### config.mk
export PLATFORM = sky130hd
export DESIGN_NAME = vga_pattern_fill
export DESIGN_NICKNAME = d
export VERILOG_FILES = /design/src/rtl/vga_pattern_fill_pkg.sv /design/src/rtl/vga_pattern_fill_stripe_counter.sv /design/src/rtl/vga_pattern_fill.sv
export SDC_FILE = /design/constraint.sdc
export NUM_CORES = 1
export LEC_CHECK = 0
export ABC_CLOCK_PERIOD_IN_PS = 6400
export BUFFER_PORTS_ARGS = -buffer_cell sky130_fd_sc_hd__buf_4
export CORE_AREA = 2 2 129 106
export CTS_CLUSTER_SIZE = 16
export DETAILED_ROUTE_END_ITERATION = 12
export DIE_AREA = 0 0 131 108
export SLEW_MARGIN = 20
export SYNTH_ARGS = -nofsm -noshare
export SYNTH_HDL_FRONTEND = slang
export SYNTH_SLANG_ARGS = --single-unit
### constraint.sdc
create_clock -name Clock -period 6.4 [get_ports Clock]
set_clock_uncertainty 0.15 [all_clocks]
set_input_delay 0.64 -clock Clock [delete_from_list [all_inputs] [get_ports Clock]]
set_output_delay 0.64 -clock Clock [all_outputs]
set_load 0.03 [all_outputs]
### src/rtl/vga_pattern_fill_pkg.sv
// Shared definitions for the VGA rectangle fill engine: colour constants,
// fill-mode and FSM encodings.
package vga_pattern_fill_pkg;

  localparam logic [2:0] COLOR_BLACK   = 3'd0;
  localparam logic [2:0] COLOR_BLUE    = 3'd1;
  localparam logic [2:0] COLOR_GREEN   = 3'd2;
  localparam logic [2:0] COLOR_CYAN    = 3'd3;
  localparam logic [2:0] COLOR_RED     = 3'd4;
  localparam logic [2:0] COLOR_MAGENTA = 3'd5;
  localparam logic [2:0] COLOR_YELLOW  = 3'd6;
  localparam logic [2:0] COLOR_WHITE   = 3'd7;

  typedef enum logic [1:0] {
    FILL_SOLID   = 2'd0,
    FILL_VSTRIPE = 2'd1,
    FILL_HSTRIPE = 2'd2,
    FILL_CHECKER = 2'd3
  } fill_mode_e;

  typedef enum logic [1:0] {
    ST_IDLE  = 2'd0,
    ST_WRITE = 2'd1,
    ST_DONE  = 2'd2
  } fill_state_e;

endpackage

### src/rtl/vga_pattern_fill_stripe_counter.sv
// Pixel-within-stripe counter with a stripe index that wraps at the active
// colour-table size. Exposes the next index so the owner can register pixel data.
module stripe_counter
  import vga_pattern_fill_pkg::*;
#(
  parameter int CW = 8,
  parameter int IW = 2
) (
  input  logic          clk_i,
  input  logic          rst_ni,
  input  logic          clear_i,
  input  logic          step_i,
  input  logic [CW-1:0] width_i,
  input  logic [IW:0]   nstripes_i,
  output logic [IW-1:0] idx_next_o
);

  logic [CW-1:0] cnt_q, cnt_d;
  logic [IW-1:0] idx_q, idx_d;
  logic [IW:0]   idx_inc_s;

  // Next count/index; clear has priority over step.
  always_comb begin
    cnt_d     = cnt_q;
    idx_d     = idx_q;
    idx_inc_s = {1'b0, idx_q} + {{IW{1'b0}}, 1'b1};
    if (clear_i) begin
      cnt_d = '0;
      idx_d = '0;
    end else if (step_i) begin
      if (cnt_q >= width_i - CW'(1)) begin
        cnt_d = '0;
        idx_d = (idx_inc_s >= nstripes_i) ? '0 : idx_inc_s[IW-1:0];
      end else begin
        cnt_d = cnt_q + CW'(1);
      end
    end else begin
      cnt_d = cnt_q;
      idx_d = idx_q;
    end
  end

  assign idx_next_o = idx_d;

  // Counter state register.
  always_ff @(posedge clk_i or negedge rst_ni) begin
    if (!rst_ni) begin
      cnt_q <= '0;
      idx_q <= '0;
    end else begin
      cnt_q <= cnt_d;
      idx_q <= idx_d;
    end
  end

endmodule

### src/rtl/vga_pattern_fill.sv
// Rectangle fill engine: walks a clamped region in raster order and streams
// patterned pixels to the framebuffer write port under valid/ready.
module vga_pattern_fill
  import vga_pattern_fill_pkg::*;
#(
  parameter int COLS     = 256,
  parameter int ROWS     = 64,
  parameter int COLOR_W  = 3,
  parameter int NSTRIPES = 4,
  parameter int XW       = 8,
  parameter int YW       = 6,
  parameter int AW       = 14
) (
  input  logic                          Clock,
  input  logic                          Reset,
  input  logic                          iStart,
  input  logic [1:0]                    iMode,
  input  logic [NSTRIPES*COLOR_W-1:0]   iColorTable,
  input  logic [$clog2(NSTRIPES):0]     iNumStripes,
  input  logic [XW-1:0]                 iStripeW,
  input  logic [XW-1:0]                 iX0,
  input  logic [XW-1:0]                 iX1,
  input  logic [YW-1:0]                 iY0,
  input  logic [YW-1:0]                 iY1,
  input  logic                          iWrReady,
  output logic                          oWrEn,
  output logic [AW-1:0]                 oWrAddr,
  output logic [COLOR_W-1:0]            oWrData,
  output logic                          oBusy,
  output logic                          oDone
);

  // NSTRIPES must be a power of two and at least 2.
  localparam int IW = $clog2(NSTRIPES);
  localparam int NW = IW + 1;
  localparam logic [XW-1:0] XMAX = XW'(COLS - 1);
  localparam logic [YW-1:0] YMAX = YW'(ROWS - 1);

  function automatic logic [AW-1:0] pixel_addr(input logic [YW-1:0] row,
                                               input logic [XW-1:0] col);
    return AW'(row) * AW'(COLS) + AW'(col);
  endfunction

  function automatic logic [COLOR_W-1:0] table_entry(input logic [NSTRIPES*COLOR_W-1:0] tbl,
                                                     input logic [IW-1:0] idx);
    return tbl[idx*COLOR_W +: COLOR_W];
  endfunction

  fill_state_e               state_q, state_d;
  fill_mode_e                mode_q;
  logic [NSTRIPES*COLOR_W-1:0] table_q;
  logic [NW-1:0]             nstr_q;
  logic [XW-1:0]             sw_q, x0_q, x1_q, col_q, col_d;
  logic [YW-1:0]             y1_q, row_q, row_d;
  logic                      wr_en_q, wr_en_d;
  logic [AW-1:0]             addr_q, addr_d;
  logic [COLOR_W-1:0]        data_q, data_d;
  logic                      busy_q, busy_d;
  logic                      done_q, done_d;

  logic [XW-1:0] x1_clamp_s, sw_in_s;
  logic [YW-1:0] y1_clamp_s;
  logic [NW-1:0] nstr_in_s, chk_sum_s;
  logic [IW-1:0] xs_next_s, ys_next_s, idx_sel_s;
  logic          start_s, accept_s, row_end_s, last_s, empty_s;

  assign x1_clamp_s = (iX1 > XMAX) ? XMAX : iX1;
  assign y1_clamp_s = (iY1 > YMAX) ? YMAX : iY1;
  assign sw_in_s    = (iStripeW == '0) ? XW'(1) : iStripeW;
  assign nstr_in_s  = (iNumStripes == '0)           ? NW'(1) :
                      (iNumStripes > NW'(NSTRIPES)) ? NW'(NSTRIPES) : iNumStripes;
  assign empty_s    = (iX0 > x1_clamp_s) || (iY0 > y1_clamp_s);

  assign start_s   = (state_q == ST_IDLE) && iStart;
  assign accept_s  = (state_q == ST_WRITE) && iWrReady;
  assign row_end_s = (col_q == x1_q);
  assign last_s    = row_end_s && (row_q == y1_q);

  stripe_counter #(.CW(XW), .IW(IW)) u_xstripe (
    .clk_i      (Clock),
    .rst_ni     (Reset),
    .clear_i    (start_s || (accept_s && row_end_s)),
    .step_i     (accept_s),
    .width_i    (sw_q),
    .nstripes_i (nstr_q),
    .idx_next_o (xs_next_s)
  );

  stripe_counter #(.CW(XW), .IW(IW)) u_ystripe (
    .clk_i      (Clock),
    .rst_ni     (Reset),
    .clear_i    (start_s),
    .step_i     (accept_s && row_end_s),
    .width_i    (sw_q),
    .nstripes_i (nstr_q),
    .idx_next_o (ys_next_s)
  );

  // Colour index of the pixel about to be presented; indices are < nstr_q so
  // the checker sum needs at most one subtraction.
  always_comb begin
    chk_sum_s = NW'(xs_next_s) + NW'(ys_next_s);
    idx_sel_s = '0;
    case (mode_q)
      FILL_SOLID:   idx_sel_s = '0;
      FILL_VSTRIPE: idx_sel_s = xs_next_s;
      FILL_HSTRIPE: idx_sel_s = ys_next_s;
      FILL_CHECKER: begin
        if (chk_sum_s >= nstr_q) begin
          idx_sel_s = IW'(chk_sum_s - nstr_q);
        end else begin
          idx_sel_s = IW'(chk_sum_s);
        end
      end
      default:      idx_sel_s = '0;
    endcase
  end

  // FSM next state and registered write-port outputs.
  always_comb begin
    state_d = state_q;
    col_d   = col_q;
    row_d   = row_q;
    wr_en_d = wr_en_q;
    addr_d  = addr_q;
    data_d  = data_q;
    busy_d  = busy_q;
    done_d  = 1'b0;
    case (state_q)
      ST_IDLE: begin
        wr_en_d = 1'b0;
        busy_d  = 1'b0;
        if (iStart) begin
          busy_d = 1'b1;
          if (empty_s) begin
            state_d = ST_DONE;
            done_d  = 1'b1;
          end else begin
            state_d = ST_WRITE;
            wr_en_d = 1'b1;
            col_d   = iX0;
            row_d   = iY0;
            addr_d  = pixel_addr(iY0, iX0);
            data_d  = iColorTable[COLOR_W-1:0];
          end
        end else begin
          state_d = ST_IDLE;
        end
      end
      ST_WRITE: begin
        if (iWrReady) begin
          if (last_s) begin
            state_d = ST_DONE;
            wr_en_d = 1'b0;
            done_d  = 1'b1;
          end else begin
            if (row_end_s) begin
              col_d = x0_q;
              row_d = row_q + YW'(1);
            end else begin
              col_d = col_q + XW'(1);
            end
            addr_d = pixel_addr(row_d, col_d);
            data_d = table_entry(table_q, idx_sel_s);
          end
        end else begin
          state_d = ST_WRITE;
        end
      end
      ST_DONE: begin
        state_d = ST_IDLE;
        busy_d  = 1'b0;
      end
      default: begin
        state_d = ST_IDLE;
        wr_en_d = 1'b0;
        busy_d  = 1'b0;
      end
    endcase
  end

  // State, position and output registers.
  always_ff @(posedge Clock or negedge Reset) begin
    if (!Reset) begin
      state_q <= ST_IDLE;
      col_q   <= '0;
      row_q   <= '0;
      wr_en_q <= 1'b0;
      addr_q  <= '0;
      data_q  <= '0;
      busy_q  <= 1'b0;
      done_q  <= 1'b0;
    end else begin
      state_q <= state_d;
      col_q   <= col_d;
      row_q   <= row_d;
      wr_en_q <= wr_en_d;
      addr_q  <= addr_d;
      data_q  <= data_d;
      busy_q  <= busy_d;
      done_q  <= done_d;
    end
  end

  // Fill parameters are captured once at start so later input changes are inert.
  always_ff @(posedge Clock or negedge Reset) begin
    if (!Reset) begin
      mode_q  <= FILL_SOLID;
      table_q <= '0;
      nstr_q  <= NW'(1);
      sw_q    <= XW'(1);
      x0_q    <= '0;
      x1_q    <= '0;
      y1_q    <= '0;
    end else if (start_s) begin
      mode_q  <= fill_mode_e'(iMode);
      table_q <= iColorTable;
      nstr_q  <= nstr_in_s;
      sw_q    <= sw_in_s;
      x0_q    <= iX0;
      x1_q    <= x1_clamp_s;
      y1_q    <= y1_clamp_s;
    end else begin
      mode_q  <= mode_q;
      table_q <= table_q;
      nstr_q  <= nstr_q;
      sw_q    <= sw_q;
      x0_q    <= x0_q;
      x1_q    <= x1_q;
      y1_q    <= y1_q;
    end
  end

  assign oWrEn   = wr_en_q;
  assign oWrAddr = addr_q;
  assign oWrData = data_q;
  assign oBusy   = busy_q;
  assign oDone   = done_q;

endmodule

# --- Word-level counts from Yosys, hierarchy flattened ---
# Cells that the tools add are included.
totals:
  reg_bits: 103
  word_cells: 137
  out_inout_bits: 20
op_classes:
  muxes: 66
  add_sub_neg: 11
  n_eq_ne: 13
  bitwise: 1
  shift: 1
  order_cmp: 10
  multipliers: 1
  n_reduce_logical: 15
ops:
  columns: ["cell", "n"]
  rows:
  - ["two-way mux 8 bit", 16]
  - ["two-way mux 14 bit", 4]
  - ["two-way mux 6 bit", 9]
  - ["adder 14 x 8 -> 14 bit", 2]
  - ["case mux 14 bit (2 select lines)", 1]
  - ["two-way mux 2 bit", 13]
  - ["adder 8 x 1 -> 8 bit (second input constant)", 3]
  - ["two-way mux 3 bit", 6]
  - ["greater-or-equal comparator 8 bit", 2]
  - ["case mux 8 bit (2 select lines)", 1]
  - ["case mux 6 bit (2 select lines)", 1]
  - ["variable part select 12 x 5 -> 3 bit", 1]
  - ["inequality test 2 bit (second input constant)", 5]
  - ["greater-or-equal comparator 3 bit", 3]
  - ["two-way mux 1 bit", 9]
  - ["== test 8 bit", 1]
  - ["greater-than comparator 8 bit", 1]
  - ["greater-than comparator 8 bit (second input constant)", 1]
  - ["zero test 8 bit", 1]
  - ["case mux 2 bit (4 select lines)", 1]
  - ["subtractor 8 x 1 -> 8 bit (second input constant)", 1]
  - ["adder 2 x 1 -> 3 bit (second input constant)", 2]
  - ["adder 6 x 1 -> 6 bit (second input constant)", 1]
  - ["== test 2 bit (second input constant)", 3]
  - ["other kinds (21)", 30]

# --- Logic depth before layout (Yosys ltp) ---
depth:
  word_depth: 15
  ltp_mapped: 25
  ltp_nobuf: 25

# --- By module ---
# A second synthesis with hierarchy kept.
unflattened:
  hier_cells: 639
  area_unflattened_um2: 5746.8
by_module_without_submodules:
  columns: ["mod", "instances", "area_per_inst_um2", "cells_each"]
  rows:
  - ["vga_pattern_fill", 1, 3867.5, 435]
  - ["stripe_counter", 2, 939.7, 102]

# --- Least setup slack after synthesis ---
# OpenSTA, ideal clock, no wires.
synth_path:
  kind: "reg2reg"
  from: "register sw_q[1]"
  to: "register data_q[0] (netlist: oWrData[0])"
  stages_incl_launch_ff: 24
  setup_ps: 65
  synth_period_minus_slack_ps: 5468
  arrival_time_ps: 5253
  setup_slack_ps: 932
  path_buffers: 0
  cell_sequence: "dfrtp_1 > inv_1 > ha_1 > inv_1 > or3_1 > xnor2_1 > ha_1 > a21o_1 > a32o_1 > a211oi_1 > o2111ai_1 > nand2_1 > mux2i_4 > and2_1 > ha_1 > fa_1 > ha_1 > a21o_1 > a21o_1 > a211oi_1 > a21o_2 > a31oi_1 > a221oi_1 > o21a_1"
synth_between:
  elab_chain_len: 14
  word_cells_on_any_way: 19
  classes_between: "3 x add/sub; 1 x mul; 3 x order compare; 1 x shift; 11 x mux"
synth_lines:
  columns: ["element", "line", "source"]
  rows:
  - ["start, declared", "vga_pattern_fill.sv:53", "logic [XW-1:0] sw_q, x0_q, x1_q, col_q, col_d;"]
  - ["start signal, assigned", "vga_pattern_fill.sv:219", "sw_q <= sw_in_s;"]
  - ["start signal, assigned", "vga_pattern_fill.sv:227", "sw_q <= sw_q;"]
  - ["subtractor 8 x 1 -> 8 bit *", "vga_pattern_fill_stripe_counter.sv:31", "if (cnt_q >= width_i - CW'(1)) begin"]
  - ["greater-or-equal comparator 8 bit *", "vga_pattern_fill_stripe_counter.sv:31", null]
  - ["two-way mux 2 bit *", "vga_pattern_fill_stripe_counter.sv:31", null]
  - ["two-way mux 2 bit *", "vga_pattern_fill_stripe_counter.sv:30", "end else if (step_i) begin"]
  - ["two-way mux 2 bit *", "vga_pattern_fill_stripe_counter.sv:27", "if (clear_i) begin"]
  - ["named net u_xstripe.idx_next_o[0]", "vga_pattern_fill_stripe_counter.sv:15", "output logic [IW-1:0] idx_next_o"]
  - ["adder 2 x 2 -> 3 bit", "vga_pattern_fill.sv:102", "chk_sum_s = NW'(xs_next_s) + NW'(ys_next_s);"]
  - ["greater-or-equal comparator 3 bit or subtractor 2 bit (tied branches)", "vga_pattern_fill.sv:109, vga_pattern_fill.sv:110", null]
  - ["two-way mux 2 bit", "vga_pattern_fill.sv:109", "if (chk_sum_s >= nstr_q) begin"]
  - ["case mux 2 bit (4 select lines) *", "vga_pattern_fill.sv:104", "case (mode_q)"]
  - ["multiplier 2 x 2 -> 4 bit *", "vga_pattern_fill.sv:46", "return tbl[idx*COLOR_W +: COLOR_W];"]
  - ["variable part select 12 x 5 -> 3 bit *", "vga_pattern_fill.sv:46", null]
  - ["two-way mux 3 bit *", "vga_pattern_fill.sv:152", "if (last_s) begin"]
  - ["two-way mux 3 bit *", "vga_pattern_fill.sv:151", "if (iWrReady) begin"]
  - ["case mux 3 bit (2 select lines) *", "vga_pattern_fill.sv:129", "case (state_q)"]
  - ["end signal, assigned", "vga_pattern_fill.sv:199", "data_q <= data_d;"]
  - ["end, declared", "vga_pattern_fill.sv:57", "logic [COLOR_W-1:0] data_q, data_d;"]
# The timed path passes the listed nets; every way through them passes the cells marked *. The select of a mux whose other input is x is not followed.
# A chain may end at the register's enable or synchronous reset.

# --- Worst setup path after layout ---
layout_path:
  from: "register sw_q[1]"
  to: "register data_q[0] (netlist: oWrData[0])"
layout_between:
  elab_chain_len: 14
  word_cells_on_any_way: 19
  classes_between: "3 x add/sub; 1 x mul; 3 x order compare; 1 x shift; 11 x mux"
layout_lines:
  columns: ["element", "line"]
  rows:
  - ["subtractor 8 x 1 -> 8 bit *", "vga_pattern_fill_stripe_counter.sv:31"]
  - ["greater-or-equal comparator 8 bit *", "vga_pattern_fill_stripe_counter.sv:31"]
  - ["two-way mux 2 bit *", "vga_pattern_fill_stripe_counter.sv:31"]
  - ["two-way mux 2 bit *", "vga_pattern_fill_stripe_counter.sv:30"]
  - ["two-way mux 2 bit *", "vga_pattern_fill_stripe_counter.sv:27"]
  - ["named net u_ystripe.idx_next_o[1]", "vga_pattern_fill_stripe_counter.sv:15"]
  - ["adder 2 x 2 -> 3 bit", "vga_pattern_fill.sv:102"]
  - ["greater-or-equal comparator 3 bit or subtractor 2 bit (tied branches)", "vga_pattern_fill.sv:109, vga_pattern_fill.sv:110"]
  - ["two-way mux 2 bit", "vga_pattern_fill.sv:109"]
  - ["case mux 2 bit (4 select lines) *", "vga_pattern_fill.sv:104"]
  - ["multiplier 2 x 2 -> 4 bit *", "vga_pattern_fill.sv:46"]
  - ["variable part select 12 x 5 -> 3 bit *", "vga_pattern_fill.sv:46"]
  - ["two-way mux 3 bit *", "vga_pattern_fill.sv:152"]
  - ["two-way mux 3 bit *", "vga_pattern_fill.sv:151"]
  - ["case mux 3 bit (2 select lines) *", "vga_pattern_fill.sv:129"]
# Marks and branches as above.

==> out/results.txt <==
DR iter-0 viols: 424
Sequential fraction of the synthesis area: 39.49%
Number of synthesized flops with an enable pin: 0
Antenna violations before repair: 0
Crit-path most repeated cell: ha_1
Syn_nets: 757
Worst EP required: 6.54 ns
Crit-path cells: inv_1 > ha_1 > inv_1 > or3_1 > xnor2_1 > ha_1 > a21oi_1 > o21ai_0 > maj3_2 > a211o_1 > o211ai_1 > mux2_2 > and2_1 > fa_1 > ha_1 > a21o_1 > a21o_1 > a211oi_2 > a21o_2 > a31oi_1 > a221oi_1 > o21a_1
Count of pins over their slew limit: 0
Worst path top cell family by delay: compound AO/OA/AOI/OAI gates
Outcome: finished clean
CTS Buf Count: 9
Top-area cell type share of the netlist area: 38.56%
Peak supply drop: 0.2128 mV
IO Pins: 77
Syn Inst Count: 658
Syn Area/Cell: 8.580 sq um
First-pass detailed-route iteration total: 5
Seq cells post-synth: 89
Leakage: 0.003270 uW
Setup bufs post-CTS: 0
Worst Tran Pin Value: 0.9547 ns
TritonCTS Sinks: 89
Rows: 37
# setup viols final: 0
Total vias in the final route: 4948
Critical path fanouts, max: 5
Hpwl dp: 11040 um
Crit-path slowest cell: fa_1
CTS tree: done
Core area: 0.01273 sq mm
Multi-input gate area: 0.003222 sq mm
Clock transition at the registers of the reported paths: 0.07 ns
Vias in the first global route: 4815
Crit end category: flop
CP Launch Type: flop
Final Non-Filler Cells: 910
# placed instances: 894
First-pass GRT wire length: 24510 um
Die ar.: 0.01415 sq mm
PwrDens: 451.8 mW/mm^2
Reg area: 0.002230 sq mm
Fmax: 167.8 MHz
H-tree depth: 3
# fillers: 1212
GRT overflow: 0
Post-synth top cells: 140 x nand2_1, 87 x dfrtp_1, 66 x o21ai_0, 41 x ha_1, 35 x a21oi_1
Top layer used by detailed routing: met4
Async set-or-reset flop fraction in the synthesized netlist: 100.0%
Hold Path Class: primary input to async pin
Slew Limit Headroom: 36.35%
Synth top area cells: dfrtp_1 39%, nand2_1 9.3%, ha_1 9.1%, o21ai_0 5.9%, a21oi_1 3.1%
Initial core utilization: 44.34%
Hold violation count in the final report: 0
Placer Congestion: 0.8973
Setup tns final: 0 ns
Routed Antenna Nets: 0
Worst path buffer plus inverter count: 2
Diodes inserted: 0
Die X: 131 um
Critical Path AT: 6.10 ns
Kind of critical path: flop to flop
Unique masters post-synth: 62
Vias/cell: 5.437
Gr usage total: 22.36%
Number of remaining DRC errors: 0
Largest net degree at the start of global routing: 59
Tcrit/Tclk final: 93.13%
Nets@finish: 829
Cell taking the most area after synthesis: dfrtp_1
Clock Latency Late Sink: 0.35 ns
Drt total wl: 14800 um
Max-Cap Viols: 0
Synth Flop Type: dfrtp_1
Ratio of cells with drive above 1 in the final layout: 16.60%
Post-layout min period: 5.961 ns
Die Y: 108 um
Met2 routed WL: 6082 um
Max Root-Sink Buffers: 2
WL/cell: 16.26 um
WL met3: 776 um
Worst path max stage delay: 0.51 ns
Ys Warns: 0
Most common cell in the netlist: nand2_1
Syn Std Cell Area: 0.005645 sq mm
Area grow syn2layout: 19.84%
Wl on met1: 7747 um
IO Port Bufs: 76
Clock root buffer: clkbuf_16
RSZ-0062 raised after global routing: false
CTS hold repair buffers: 0
-- routing by layer --
metal	track usage (%)	up-vias
met5	0	-
met4	7.067	0
met3	4.849	17
met2	31.72	136
met1	33.78	2345
li1	-	2450
-- placed cells by master, fill, tap and decap left out, drive strengths merged, types with 8 or more instances in the layout --
master,Yosys,final
a211oi,8,8
a21o,11,11
a21oi,36,36
and2,12,12
and3,12,12
buf,0,83
clkbuf,22,10
dfrtp,87,87
ha,41,41
inv,34,34
mux2i,12,12
nand2,140,140
nand2b,12,12
nand3,10,10
nor2,32,32
nor2b,8,8
o21ai,75,75
xnor2,8,8
xor2,13,13
-- area by class of cell --
class                           count  area share [%]
Multi-Input combinational cell    513           47.62
Clock buffer                       10           3.532
Sequential cell                    89           32.96
Tap cell                          175           3.237
Clock inverter                      6           1.554
Inverter                           34           1.886
Timing Repair Buffer               83           9.210
-- logic make-up (layout without fill, tap and decap cells) --
| kind of cell | Yosys count | count (layout) | share of synthesized area [%] |
|---|---|---|---|
| adder cells (fa/ha/maj) | 43 | 43 | 9.641 |
| XOR/XNOR | 21 | 21 | 3.258 |
| flip-flops | 89 | 89 | 39.49 |
| multiplexers | 13 | 13 | 2.549 |
| buffers and inverters | 56 | 133 | 3.723 |
| AO/OA/AOI/OAI | 172 | 172 | 19.48 |
| AND/OR/NAND/NOR | 264 | 264 | 21.85 |
-- stage by stage --
step	utilization, %	cell area, sq um	setup slack, ns	hold WS, ns	total power, uW
floorplan	-	5645	0.9321	0.1944	1999
global placement	50.40	6416	0.6220	0.3072	2384
detailed placement	50.40	6416	0.3375	0.3116	2436
CTS	53.10	6760	0.2898	0.06784	3065
global route	53.14	6765	0.04856	0.08505	3303
finish	53.14	6765	0.4395	0.06291	3056
-- sequential cells by signal (all words and copies together) (netlist names) --
| name | cells |
|---|---|
| x1_q | 8 |
| nstr_q | 3 |
| u_xstripe.cnt_q | 8 |
| x0_q | 8 |
| mode_q | 2 |
| col_q | 7 |
| oBusy | 1 |
| table_q | 12 |
| oDone | 1 |
| oWrData | 3 |
| sw_q | 8 |
| state_q | 2 |
| u_ystripe.cnt_q | 8 |
| u_ystripe.idx_q | 2 |
| y1_q | 6 |
| oWrAddr | 1 |
| u_xstripe.idx_q | 2 |
| row_q | 6 |
| oWrEn | 1 |
-- timing repair --
action,4_1_cts,5_1_grt
hold endpoints to repair,0,0
resized for setup,0,1
setup endpoints to repair,0,3
-- worst paths after layout --
check	from	endpoint	slack, ns	cells after the start
setup / recovery	sw_q[1]	oWrData[0]	0.44	22
hold / removal	Reset	sw_q[1]	0.06	1
setup reg to reg	sw_q[1]	oWrData[0]	0.44	22
hold reg to reg	x0_q[2]	x0_q[2]	0.32	2
max in group asynchronous	Reset	col_q[3]	4.92	2
min in group Clock	iNumStripes[2]	nstr_q[0]	0.30	2
-- where the power goes --
part	internal [uW]	switching (uW)
logic	581	829
clock network	390	227
registers	787	242
Note: power is estimated with default switching activity, not from simulation.
